[src/rtl/cache_controller_pkg.sv]
// Shared geometry constants and FSM state type for the direct-mapped
// write-through cache controller.
package cache_controller_pkg;

    localparam int unsigned ADDR_W    = 10;
    localparam int unsigned INDEX_W   = 5;
    localparam int unsigned OFFSET_W  = 2;
    localparam int unsigned TAG_W     = ADDR_W - INDEX_W - OFFSET_W;
    localparam int unsigned NUM_LINES = 32;

    typedef enum logic [1:0] {
        IDLE    = 2'd0,
        RD_MISS = 2'd1,
        FILL    = 2'd2,
        WR_THRU = 2'd3
    } state_t;

endpackage

[src/rtl/cache_tag_store.sv]
// Tag array plus valid vector: combinational lookup, single write port,
// asynchronous clear of the valid bits (tags are left as-is).
module cache_tag_store
    import cache_controller_pkg::*;
#(
    parameter int unsigned LINE_IDX_W = INDEX_W,
    parameter int unsigned LINE_TAG_W = TAG_W
) (
    input  logic                  clk,
    input  logic                  clr_i,
    input  logic [LINE_IDX_W-1:0] lk_index_i,
    input  logic [LINE_TAG_W-1:0] lk_tag_i,
    output logic                  lk_hit_o,
    input  logic                  wr_en_i,
    input  logic [LINE_IDX_W-1:0] wr_index_i,
    input  logic [LINE_TAG_W-1:0] wr_tag_i
);

    localparam int unsigned LINES = 1 << LINE_IDX_W;

    logic [LINE_TAG_W-1:0] tag_q [LINES];
    logic [LINES-1:0]      valid_q;

    always_ff @(posedge clk) begin
        if (wr_en_i) begin
            tag_q[wr_index_i] <= wr_tag_i;
        end
    end

    always_ff @(posedge clk or posedge clr_i) begin
        if (clr_i) begin
            valid_q <= '0;
        end else if (wr_en_i) begin
            valid_q[wr_index_i] <= 1'b1;
        end
    end

    assign lk_hit_o = valid_q[lk_index_i] && (tag_q[lk_index_i] == lk_tag_i);

endmodule

[src/rtl/cache_controller.sv]
// Direct-mapped, write-through, no-write-allocate cache controller FSM.
// Optional hit/miss counters are built when CACHE_STATS_EN is defined.
module cache_controller
    import cache_controller_pkg::*;
#(
    parameter int unsigned ADDR_W   = cache_controller_pkg::ADDR_W,
    parameter int unsigned INDEX_W  = cache_controller_pkg::INDEX_W,
    parameter int unsigned OFFSET_W = cache_controller_pkg::OFFSET_W,
    parameter int unsigned TAG_W    = ADDR_W - INDEX_W - OFFSET_W
) (
    input  logic                     clk,
    input  logic                     rst,
    input  logic [ADDR_W-1:0]        cpu_addr,
    input  logic                     cpu_read,
    input  logic                     cpu_write,
    input  logic [31:0]              cpu_wdata,
    output logic                     stall,
    output logic                     hit,
    output logic                     miss,
    output logic                     fill,
    output logic                     mem_req,
    output logic [ADDR_W-OFFSET_W-1:0] mem_baddr,
    input  logic                     mem_ready,
    output logic                     mem_wr,
    output logic [ADDR_W-1:0]        mem_waddr,
    output logic [31:0]              mem_wdata,
    input  logic                     mem_wr_ack
`ifdef CACHE_STATS_EN
    ,
    output logic [15:0]              hit_cnt,
    output logic [15:0]              miss_cnt
`endif
);

    localparam int unsigned BLK_W = ADDR_W - OFFSET_W;

    state_t             state_q, state_d;
    logic [BLK_W-1:0]   blk_q, blk_d;
    logic [ADDR_W-1:0]  waddr_q, waddr_d;
    logic [31:0]        wdata_q, wdata_d;
    logic               whit_q, whit_d;

    logic lk_hit, tag_we;
    logic stall_c, hit_c, miss_c, fill_c, mem_req_c, mem_wr_c;

    cache_tag_store #(
        .LINE_IDX_W (INDEX_W),
        .LINE_TAG_W (TAG_W)
    ) u_tags (
        .clk        (clk),
        .clr_i      (rst),
        .lk_index_i (cpu_addr[OFFSET_W +: INDEX_W]),
        .lk_tag_i   (cpu_addr[ADDR_W-1 -: TAG_W]),
        .lk_hit_o   (lk_hit),
        .wr_en_i    (tag_we),
        .wr_index_i (blk_q[INDEX_W-1:0]),
        .wr_tag_i   (blk_q[BLK_W-1 -: TAG_W])
    );

    always_comb begin
        state_d   = state_q;
        blk_d     = blk_q;
        waddr_d   = waddr_q;
        wdata_d   = wdata_q;
        whit_d    = whit_q;
        stall_c   = 1'b0;
        hit_c     = 1'b0;
        miss_c    = 1'b0;
        fill_c    = 1'b0;
        mem_req_c = 1'b0;
        mem_wr_c  = 1'b0;
        tag_we    = 1'b0;
        unique case (state_q)
            IDLE: begin
                // A simultaneous read and write is served as a read only.
                if (cpu_read) begin
                    hit_c   = lk_hit;
                    miss_c  = !lk_hit;
                    stall_c = !lk_hit;
                    if (!lk_hit) begin
                        blk_d   = cpu_addr[ADDR_W-1:OFFSET_W];
                        state_d = RD_MISS;
                    end
                end else if (cpu_write) begin
                    hit_c   = lk_hit;
                    miss_c  = !lk_hit;
                    stall_c = 1'b1;
                    waddr_d = cpu_addr;
                    wdata_d = cpu_wdata;
                    whit_d  = lk_hit;
                    state_d = WR_THRU;
                end
            end
            RD_MISS: begin
                miss_c    = 1'b1;
                stall_c   = 1'b1;
                mem_req_c = 1'b1;
                if (mem_ready) begin
                    tag_we  = 1'b1;
                    state_d = FILL;
                end
            end
            FILL: begin
                fill_c  = 1'b1;
                state_d = IDLE;
            end
            WR_THRU: begin
                mem_wr_c = 1'b1;
                stall_c  = 1'b1;
                hit_c    = whit_q;
                miss_c   = !whit_q;
                if (mem_wr_ack) begin
                    state_d = IDLE;
                end
            end
            default: state_d = IDLE;
        endcase
    end

    always_ff @(posedge clk or posedge rst) begin
        if (rst) begin
            state_q <= IDLE;
            blk_q   <= '0;
            waddr_q <= '0;
            wdata_q <= '0;
            whit_q  <= 1'b0;
        end else begin
            state_q <= state_d;
            blk_q   <= blk_d;
            waddr_q <= waddr_d;
            wdata_q <= wdata_d;
            whit_q  <= whit_d;
        end
    end

    // Reset masks the outputs directly so they drop in the same instant,
    // even while the CPU is still holding a request.
    assign stall     = stall_c   & ~rst;
    assign hit       = hit_c     & ~rst;
    assign miss      = miss_c    & ~rst;
    assign fill      = fill_c    & ~rst;
    assign mem_req   = mem_req_c & ~rst;
    assign mem_wr    = mem_wr_c  & ~rst;
    assign mem_baddr = mem_req ? blk_q   : '0;
    assign mem_waddr = mem_wr  ? waddr_q : '0;
    assign mem_wdata = mem_wr  ? wdata_q : '0;

`ifdef CACHE_STATS_EN
    logic [15:0] hit_cnt_q, miss_cnt_q;
    logic        lookup_done;

    assign lookup_done = (state_q == IDLE) && (cpu_read || cpu_write);

    always_ff @(posedge clk or posedge rst) begin
        if (rst) begin
            hit_cnt_q  <= '0;
            miss_cnt_q <= '0;
        end else if (lookup_done) begin
            if (lk_hit && (hit_cnt_q != '1)) begin
                hit_cnt_q <= hit_cnt_q + 16'd1;
            end
            if (!lk_hit && (miss_cnt_q != '1)) begin
                miss_cnt_q <= miss_cnt_q + 16'd1;
            end
        end
    end

    assign hit_cnt  = hit_cnt_q;
    assign miss_cnt = miss_cnt_q;
`endif

endmodule

[config.mk]
export PLATFORM = sky130hd
export DESIGN_NAME = cache_controller
export DESIGN_NICKNAME = d
export VERILOG_FILES = /design/src/rtl/cache_controller_pkg.sv /design/src/rtl/cache_tag_store.sv /design/src/rtl/cache_controller.sv
export SDC_FILE = /design/constraint.sdc
export NUM_CORES = 1
export LEC_CHECK = 0
export ABC_AREA = 1
export ABC_CLOCK_PERIOD_IN_PS = 6900
export CAP_MARGIN = 25
export CORE_UTILIZATION = 45
export CTS_BUF_LIST = sky130_fd_sc_hd__clkbuf_8
export DETAILED_ROUTE_END_ITERATION = 16
export PLACE_DENSITY_LB_ADDON = 0.05
export SYNTH_ARGS = -nofsm -noshare
export SYNTH_HDL_FRONTEND = slang
export SYNTH_SLANG_ARGS = --single-unit
[constraint.sdc]
create_clock -name clk -period 6.9 [get_ports clk]
set_input_delay 1.38 -clock clk [delete_from_list [all_inputs] [get_ports clk]]
set_output_delay 1.38 -clock clk [all_outputs]
set_load 0.1 [all_outputs]
* Word level (Yosys, flattened, before mapping) *
Memory sizes are Yosys's and may differ from the RTL's.
Cells that the tools add are included.

word-level totals
  logic and storage cells = 66
  memories = 1
  register bits = 85
  output and inout port bits = 56
  RAM bits = 96

operators by class
  bitwise operators = 10
  reduce and logical (&&, ||, !) cells = 9
  magnitude comparators = 3
  muxes and demuxes = 29
  equality and inequality tests = 8

memory list
  memory        words  bits a word  read ports  clocked after Yosys merged registers in  write ports  RTL line               RTL
  u_tags.tag_q  32     3            1           0                                        1            cache_tag_store.sv:21  logic [LINE_TAG_W-1:0] tag_q [LINES];

operators by type and width
  kind                count
  $mux 32             1
  $or 32x32->32       1
  $mux 1              15
  $lt 5x6->1 const B  2
  $mux 10             1
  $mux 2              5
  $mux 8              1
  $pmux 2 s4          1
  $and 1x1->1         6
  $ne 3x3->1 const B  2
  $reduce_and 3->1    2
  $bmux 1 s5          1
  $demux 1 s5         1
  $ge 5x1->1 const B  1
  $eq 2x2->1 const B  2
  $ne 2x2->1 const B  2
  $pmux 1 s2          2
  $reduce_and 4->1    1
  $eq 3x3->1          1
  $not 1->1           3
  $pmux 1 s3          1
  $eq 2x1->1 const B  1
  $logic_and 1x1->1   2
  $logic_not 1->1     2
  2 further kinds     2

* Logic depth before layout (Yosys ltp) *
Gate-level depths: netlist (run 1).

  depth in word-level cells = 8
  depth in mapped cells = 19

* Hierarchy *
Synthesis (run 1) repeated with hierarchy kept, for this count alone.

unflattened totals
  cell total of the unflattened synthesis = 867
  area, all modules = 8191.6 sq um

modules (own cells, without submodules)
  module            times used  area each (sq um)  cells an instance
  cache_tag_store   1           5501.5             534
  cache_controller  1           2690.1             333

* Worst setup path after synthesis (run 1) *
OpenSTA, ideal clock, no wires.

  path kind = input to output
  start point = input port rst
  end point = output port mem_waddr[0]
  data arrival time = 4685 ps
  stages = 4
  buffers on the path = 1
  slack = 835 ps
  data required time = 5520 ps
  cells stage by stage = nor2_1 clkinv_1 clkbuf_1 nor2_1

on the way
  longest elaborated chain between the ends = 3

ends and longest elaborated chain
  what             RTL line                 RTL
  start, declared  cache_controller.sv:12   input logic rst,
  $not 1->1        cache_controller.sv:143  assign mem_wr = mem_wr_c & ~rst;
  $and 1x1->1      cache_controller.sv:143
  $mux 10          cache_controller.sv:145  assign mem_waddr = mem_wr ? waddr_q : '0;
  end, declared    cache_controller.sv:25   output logic [ADDR_W-1:0] mem_waddr,

No other way between the ends.

* Final worst setup path (run 1) *
  start point = input port cpu_addr[4]
  end point = output port stall

on the way
  longest elaborated chain between the ends = 7
  elaborated cells between the ends (all ways) = 9
  classes of those cells = 1 x eq/ne; 4 x mux; 1 x bitwise; 2 x reduce/logical; 1 x memory

ends and longest elaborated chain
  what                                               RTL line                 RTL
  start, declared                                    cache_controller.sv:13   input logic [ADDR_W-1:0] cpu_addr,
  $mem_v2 32x3 / $bmux 1 s5 (equally long branches)  n/a
  $eq 3x3->1 / $mux 1 (equally long branches)        cache_tag_store.sv:38    assign lk_hit_o = valid_q[lk_index_i] && (tag_q[lk_index_i] == lk_tag_i);
  $logic_and 1x1->1 (*)                              cache_tag_store.sv:38
  $logic_not 1->1 (*)                                cache_controller.sv:79   stall_c = !lk_hit;
  $mux 1 (*)                                         cache_controller.sv:76   if (cpu_read) begin
  $pmux 1 s2 (*)                                     cache_controller.sv:73   unique case (state_q)
  $and 1x1->1 (*)                                    cache_controller.sv:138  assign stall = stall_c & ~rst;
  end, declared                                      cache_controller.sv:17   output logic stall,

Mark *: on every way between the ends. The rest lies on a longest branch, timed or not. The select of a mux whose other input is x is not followed.

==> results of run 1 <==
[metal layers]
| metal | track usage | wire (µm) | part of all wire |
|---|---|---|---|
| met1 | 0.301 | 8730 | 0.45 |
| met2 | 0.360 | 9380 | 0.48 |
| met3 | 0.0559 | 1090 | 0.056 |
| met4 | 0.0568 | 193 | 0.010 |
| met5 | 0 | 0 | 0 |
[cell usage in the layout, fill, tap and decap left out, types with 2 or more instances in the layout]
master	Yosys	final
edfxtp_1	96	96
clkdlybuf4s50_1	0	57
o21ai_1	11	11
dfrtp_1	85	85
ha_1	5	5
nor2_1	123	123
a21oi_1	42	42
clkinv_4	0	2
o21ai_0	32	32
or2_2	11	11
nand2_1	178	178
o22ai_1	2	2
buf_4	6	50
clkinv_1	2	3
inv_2	3	3
nand3_1	114	113
clkinvlp_4	0	4
clkinv_2	0	2
inv_1	90	91
clkbuf_8	0	17
o211ai_1	7	7
buf_12	0	3
bufinv_16	0	5
[tightest hold or removal path: cells and delay by family, from the launching register on]
kind                   cells  cell delay [ns]
AO/OA/AOI/OAI              1             0.06
flip-flops                 1             0.33
buffers and inverters      1             0.04
[power by group through the flow]
| stage | Clock (W) | Sequential [W] | Combinational, W |
|---|---|---|---|
| floorplan | 0 | 0.00152 | 0.000800 |
| global placement | 0 | 0.00150 | 0.00113 |
| detailed placement | 0 | 0.00150 | 0.00115 |
| CTS | 0.000812 | 0.00148 | 0.00115 |
| global route | 0.000858 | 0.00150 | 0.00124 |
| finish | 0.000800 | 0.00148 | 0.00114 |
[kinds of logic after synthesis]
kind of cell | Yosys count
buf+inv | 137
compound gates | 95
flops | 181
simple gates | 429
fa+ha+maj | 5
[worst max-delay path by stage]
| stage | slack (ns) | startpoint | depth (start not counted) | to |
|---|---|---|---|---|
| finish | 1.17 | cpu_addr[4] | 12 | stall |
| global placement | 1.33 | cpu_addr[4] | 14 | stall |
| floorplan | 0.83 | rst | 4 | mem_waddr[0] |
| detailed placement | 1.29 | cpu_addr[4] | 12 | stall |
| CTS | 1.25 | cpu_addr[4] | 12 | stall |
| global route | 1.00 | cpu_addr[4] | 14 | stall |
[state kept, by name (all words and copies together), names as in the netlist]
name / cells
whit_q: 1
u_tags.tag_q: 96
state_q: 2
u_tags.valid_q: 32
waddr_q: 10
wdata_q: 32
blk_q: 8
[stage by stage]
step	hold WS, ns	area [µm²]	instances	setup slack, ns	util
after floorplan	0.427	7960	847	0.835	-
after CTS	0.465	9470	1173	1.25	0.547
final	0.466	9470	1173	1.17	0.547
after global routing	0.476	9470	1173	1.00	0.547
after global placement	0.440	9000	1140	1.33	0.520
after detailed placement	0.445	9020	1141	1.29	0.521
[cell type report]
type / count / area, µm²
repair buffers: 111 / 1010
clock buffers: 17 / 234
flip-flops and latches: 181 / 5010
well taps: 225 / 282
fillers: 1562 / 7830
multi-input cells: 529 / 2360
clock inverters: 15 / 214
inverters: 95 / 358
==> flow_summary_export.csv, run 1 <==
group,metric,value,unit
synth,synth_top_family_by_area,"simple AND/OR/NAND/NOR gates",
die,fp.dieH,135,µm
clocking,htreeDepth,4,
placement,port_buffers,103,
timing,skew,0.0102,ns
detailed_routing,num_vias,6078,
detailed_routing,via_per_inst,5.18,
detailed_routing,drc,0,
setup_path,r2r_slack,4.42,ns
pwr,clkPwrFrac,0.234,
global_routing,grt_remaining_overflow,0,
die,fp.dieW,135,µm
setup_path,worstPathCellList,"clkdlybuf4s50_1 -> inv_2 -> nand3_1 -> nand2_1 -> nand2_1 -> nand3_1 -> a21oi_1 -> nor2_1 -> nand2_2 -> nand2_4 -> a31oi_1 -> buf_12",
setup_path,required,5.52,ns
synth,yosysWarnings,0,
synth,synthArstFlopShare,0.470,
clocking,cts_tree,"built",
global_routing,grt_pass1_wl,30600,µm
synth,synth_top_area_share,0.362,
clocking,numClockSinks,181,
run_status,status,"finished, final reports clean",
pwr,leakagePower,4.22,nW
placement,gp_congestion,0.890,
timing,finalHoldViolations,0,
pwr,switching_share,0.387,
timing,maxSlewHeadroom,0.338,
global_routing,grt.total_usage,0.223,
synth,synthAdderAreaFrac,0.00786,
synth,synth_area_leader_cell,"edfxtp_1",
die,rows,48,
timing,slew_viol_final,0,
synth,synth_area_leaders,"edfxtp_1 36%, dfrtp_1 27%, nand2_1 8.4%",
die,core,17300,µm²
clocking,cts_buffers,17,
synth,synth_commonest_cells,"178 x nand2_1, 123 x nor2_1, 114 x nand3_1",
synth,ys_types,24,
setup_path,cp_num_buf_inv,3,
detailed_routing,drtIter0Drc,532,
die,ios,104,
detailed_routing,routed_wl,19400,µm
clocking,cts_setup_buffers,0,
timing,fmax,0.175,GHz
hold_path,holdPathStages,2,
setup_path,path_delay_family,"buffers and inverters",
synth,synth-simple-area-share,0.225,
synth,synth_mux_area_frac,0,
setup_path,r2r_cells,6,
hold_path,hold_path_end,"u_tags.valid_q[28]",
timing,finalSetupTns,0,ns
synth,syn_area_per_cell,9.40,µm²
synth,ys.flop_type,"edfxtp_1",
detailed_routing,ant_nets,0,
layout,antennaDiodeCount,0,
synth,syn_inst,847,
pwr,internal_power,0.00210,W
clocking,postCtsHoldBufs,0,
setup_path,cpPeakStageDelay,1.00,ns
pwr,seq_power_share,0.432,
synth,synth_edf_count,96,
run,maxCapViolations,0,
clocking,cts_buffer_depth,2,
setup_path,reg2reg_to,"u_tags.tag_q[3][0]",
detailed_routing,avgRoutedWirePerCell,16.5,µm
clocking,cts_resized,0,
setup_path,start_kind,"input port",
setup_path,setup.worst_path.end_class,"output pin",
clocking,root_buffer,"clkbuf_8",
pwr,p_total,0.00342,W
setup_path,critical_path_class,"in2out",
setup_path,cp_slowest_cell,"clkdlybuf4s50_1",
setup_path,path_max_fanout,18,
timing,fin_crit_sh,0.830,
synth,syn-num-nets,900,
pwr,ir_worst_vdd,0.224,mV
timing,fin_crit,5.73,ns
setup_path,cp.arrival,4.35,ns
layout,drive_gt1_frac,0.107,
global_routing,first_global_vias,5874,
synth,synth_most_common_cell,"nand2_1",
layout,fin_nets,988,
timing,final-setup-viol-count,0,
timing,worst_slew_pin_slew,0.990,ns
hold_path,hp-start,"u_tags.valid_q[28]",
die,start_util,0.460,
synth,netlist_area,7960,µm²
clocking,clk_latency,0.46,ns
synth,synth-seq-area-share,0.629,
synth,synthXorXnorAreaFrac,0,
synth,synth_seq_cells,181,
synth,synth_compound_area_frac,0.0624,
clocking,clk_pin_slew_worst_paths,0.08,ns
global_routing,antenna_found_initial,0,
die,die_area,18200,µm²
layout,area_delta_synth_final,18.9,%
placement,hpwlAfterDp,12500,µm
hold_path,hp-class,"reg2reg",
detailed_routing,detail_route.first_pass.iterations,6,
timing,rsz0062_at_grt,"false",
global_routing,grt_max_degree,87,
pwr,power.switching,0.00132,W
setup_path,r2r_start,"state_q[1]",
pwr,powerDensity,362,nW/µm²
pwr,p_comb_frac,0.334,
(Power assumes the default switching activity.)
==> run 2: changes to the inputs <==
ABC_CLOCK_PERIOD_IN_PS = 5300   (was 6900)
clock period = 5.3 ns   (was 6.9 ns; I/O delays follow)
==> flow_summary_export.csv, run 2 (same netlist as run 1, synthesis figures left out) <==
group,metric,value,unit
run_status,status,"finished, final reports clean",
hold_path,hp-start,"u_tags.valid_q[9]",
die,rows,48,
pwr,leakagePower,4.23,nW
global_routing,grt_pass1_wl,31000,µm
global_routing,grt_use_met3,0.0402,
global_routing,antenna_found_initial,0,
layout,fin_nets,991,
pwr,p_comb_frac,0.344,
pwr,powerDensity,463,nW/µm²
timing,skew,0.0141,ns
setup_path,critical_path_depth,15,
clocking,clk_pin_slew_worst_paths,0.09,ns
placement,dpl_worst_slack,0.627,ns
setup_path,critical_path_class,"in2out",
layout,largestRegisters,"u_tags.tag_q (96), u_tags.valid_q (32), wdata_q (32)",
setup_path,cpPeakStageDelay,0.49,ns
detailed_routing,drc,0,
layout,final_cell_mix,"178 x nand2_1, 123 x nor2_1, 113 x nand3_1, 96 x edfxtp_1, 89 x inv_1",
setup_path,cpMostUsedCell,"nand2_1",
timing,fin_crit,4.71,ns
global_routing,grt.total_usage,0.225,
detailed_routing,drtIter0Drc,420,
placement,hpwlAfterDp,12400,µm
pwr,internal_power,0.00262,W
clocking,cts_buffer_depth,2,
global_routing,use_met1,0.312,
die,fp.dieH,135,µm
layout,antennaDiodeCount,0,
detailed_routing,routed_wl,19700,µm
detailed_routing,ant_nets,0,
setup_path,startpoint,"cpu_addr[3]",
timing,worst_slew_pin_slew,0.981,ns
pwr,power.switching,0.00175,W
global_routing,met2_usage,0.354,
pwr,seq_power_share,0.440,
setup_path,start_kind,"input port",
die,start_util,0.460,
setup_path,path_delay_family,"buffers and inverters",
layout,regArea,5010,µm²
timing,fin_hold_ws,0.462,ns
clocking,root_buffer,"clkbuf_8",
run,maxCapViolations,0,
setup_path,worstPathCellList,"clkdlybuf4s50_1 -> inv_2 -> nand3_1 -> nand3_1 -> nand2_1 -> nand2_1 -> nand3_1 -> nand2_1 -> nand2_1 -> nand2_1 -> nor2_1 -> nand2_2 -> nand2_4 -> a31oi_1 -> buf_12",
layout,multi_input_area,2360,µm²
timing,maxSlewHeadroom,0.344,
clocking,cts_tree,"built",
timing,finalWorstSetupSlack,0.591,ns
pwr,switching_share,0.401,
pwr,ir_worst_vdd,0.380,mV
timing,rsz0062_at_grt,"false",
pwr,p_total,0.00437,W
setup_path,r2r_start,"state_q[1]",
layout,final_common_cell,"nand2_1",
placement,gp_congestion,0.872,
clocking,numClockSinks,181,
clocking,cts_buffers,17,
global_routing,grt_max_degree,87,
setup_path,path_max_fanout,31,
die,core,17300,µm²
timing,final-setup-viol-count,0,
global_routing,first_global_vias,5946,
setup_path,cp.arrival,3.65,ns
timing,fmax,0.212,GHz
setup_path,r2r_cells,6,
die,fp.dieW,135,µm
hold_path,holdPathStages,2,
timing,finalHoldViolations,0,
pwr,clkPwrFrac,0.217,
global_routing,busiest_layer,"met2",
timing,slew_viol_final,0,
die,die_area,18200,µm²
timing,finalSetupTns,0,ns
detailed_routing,via_per_inst,5.21,
timing,fin_crit_sh,0.888,
layout,drive_gt1_frac,0.121,
layout,nFillCells,1557,
clocking,postCtsHoldBufs,0,
clocking,cts_resized,0,
setup_path,setup.worst_path.end_class,"output pin",
clocking,htreeDepth,4,
clocking,clk_latency,0.46,ns
detailed_routing,avgRoutedWirePerCell,16.7,µm
detailed_routing,num_vias,6126,
die,ios,104,
layout,utilization,0.546,
placement,port_buffers,103,
layout,largest_reg_flops,96,
layout,regMostFlops,"u_tags.tag_q",
hold_path,hp-class,"reg2reg",
setup_path,cp_slowest_cell,"inv_2",
detailed_routing,detail_route.first_pass.iterations,6,
setup_path,required,4.24,ns
layout,area_delta_synth_final,18.6,%
clocking,cts_setup_buffers,0,
setup_path,cp_num_buf_inv,3,
global_routing,grt_remaining_overflow,0,
==> run 2: worst min-delay path: cells and delay by family (launching register included) <==
kind            cells  cell delay, ns
flops               1            0.33
buf+inv             1            0.04
compound gates      1            0.06
==> run 2: power by group through the flow <==
stage | Combinational [W] | Sequential [W] | Clock [W]
3_5_place_dp | 0.00151 | 0.00195 | 0
6_report | 0.00150 | 0.00192 | 0.000946
3_3_place_gp | 0.00148 | 0.00194 | 0
2_1_floorplan | 0.00104 | 0.00197 | 0
4_1_cts | 0.00151 | 0.00192 | 0.000963
5_1_grt | 0.00162 | 0.00195 | 0.00102
==> run 2: path summary, 6_finish.rpt <==
| kind | endpoint | slack (ns) |
|---|---|---|
| max in group asynchronous | u_tags.valid_q[14] | 3.36 |
| min in group asynchronous | wdata_q[12] | 0.95 |
| min reg2reg | u_tags.valid_q[9] | 0.46 |
| max | stall | 0.59 |
| min | u_tags.valid_q[9] | 0.46 |
| max reg2reg | u_tags.tag_q[21][2] | 2.77 |
==> run 2: layer usage <==
layer  share of wire  wire, µm
met5               0         0
met4           0.022       436
met3           0.053      1050
met2            0.47      9230
met1            0.46      8950
==> run 2: cell type report <==
| cell class | instances | area share |
|---|---|---|
| multi-input combinational | 529 | 0.250 |
| inverter | 95 | 0.0379 |
| clock inverter | 14 | 0.0159 |
| timing repair buffer | 114 | 0.110 |
| clock buffer | 18 | 0.0262 |
| tap | 225 | 0.0298 |
| sequential | 181 | 0.531 |
==> run 2: per-stage QoR <==
stage | instances | area, µm²
5_1_grt | 1176 | 9440
6_report | 1176 | 9440
2_1_floorplan | 847 | 7960
4_1_cts | 1175 | 9410
3_3_place_gp | 1143 | 9010
3_5_place_dp | 1143 | 9010
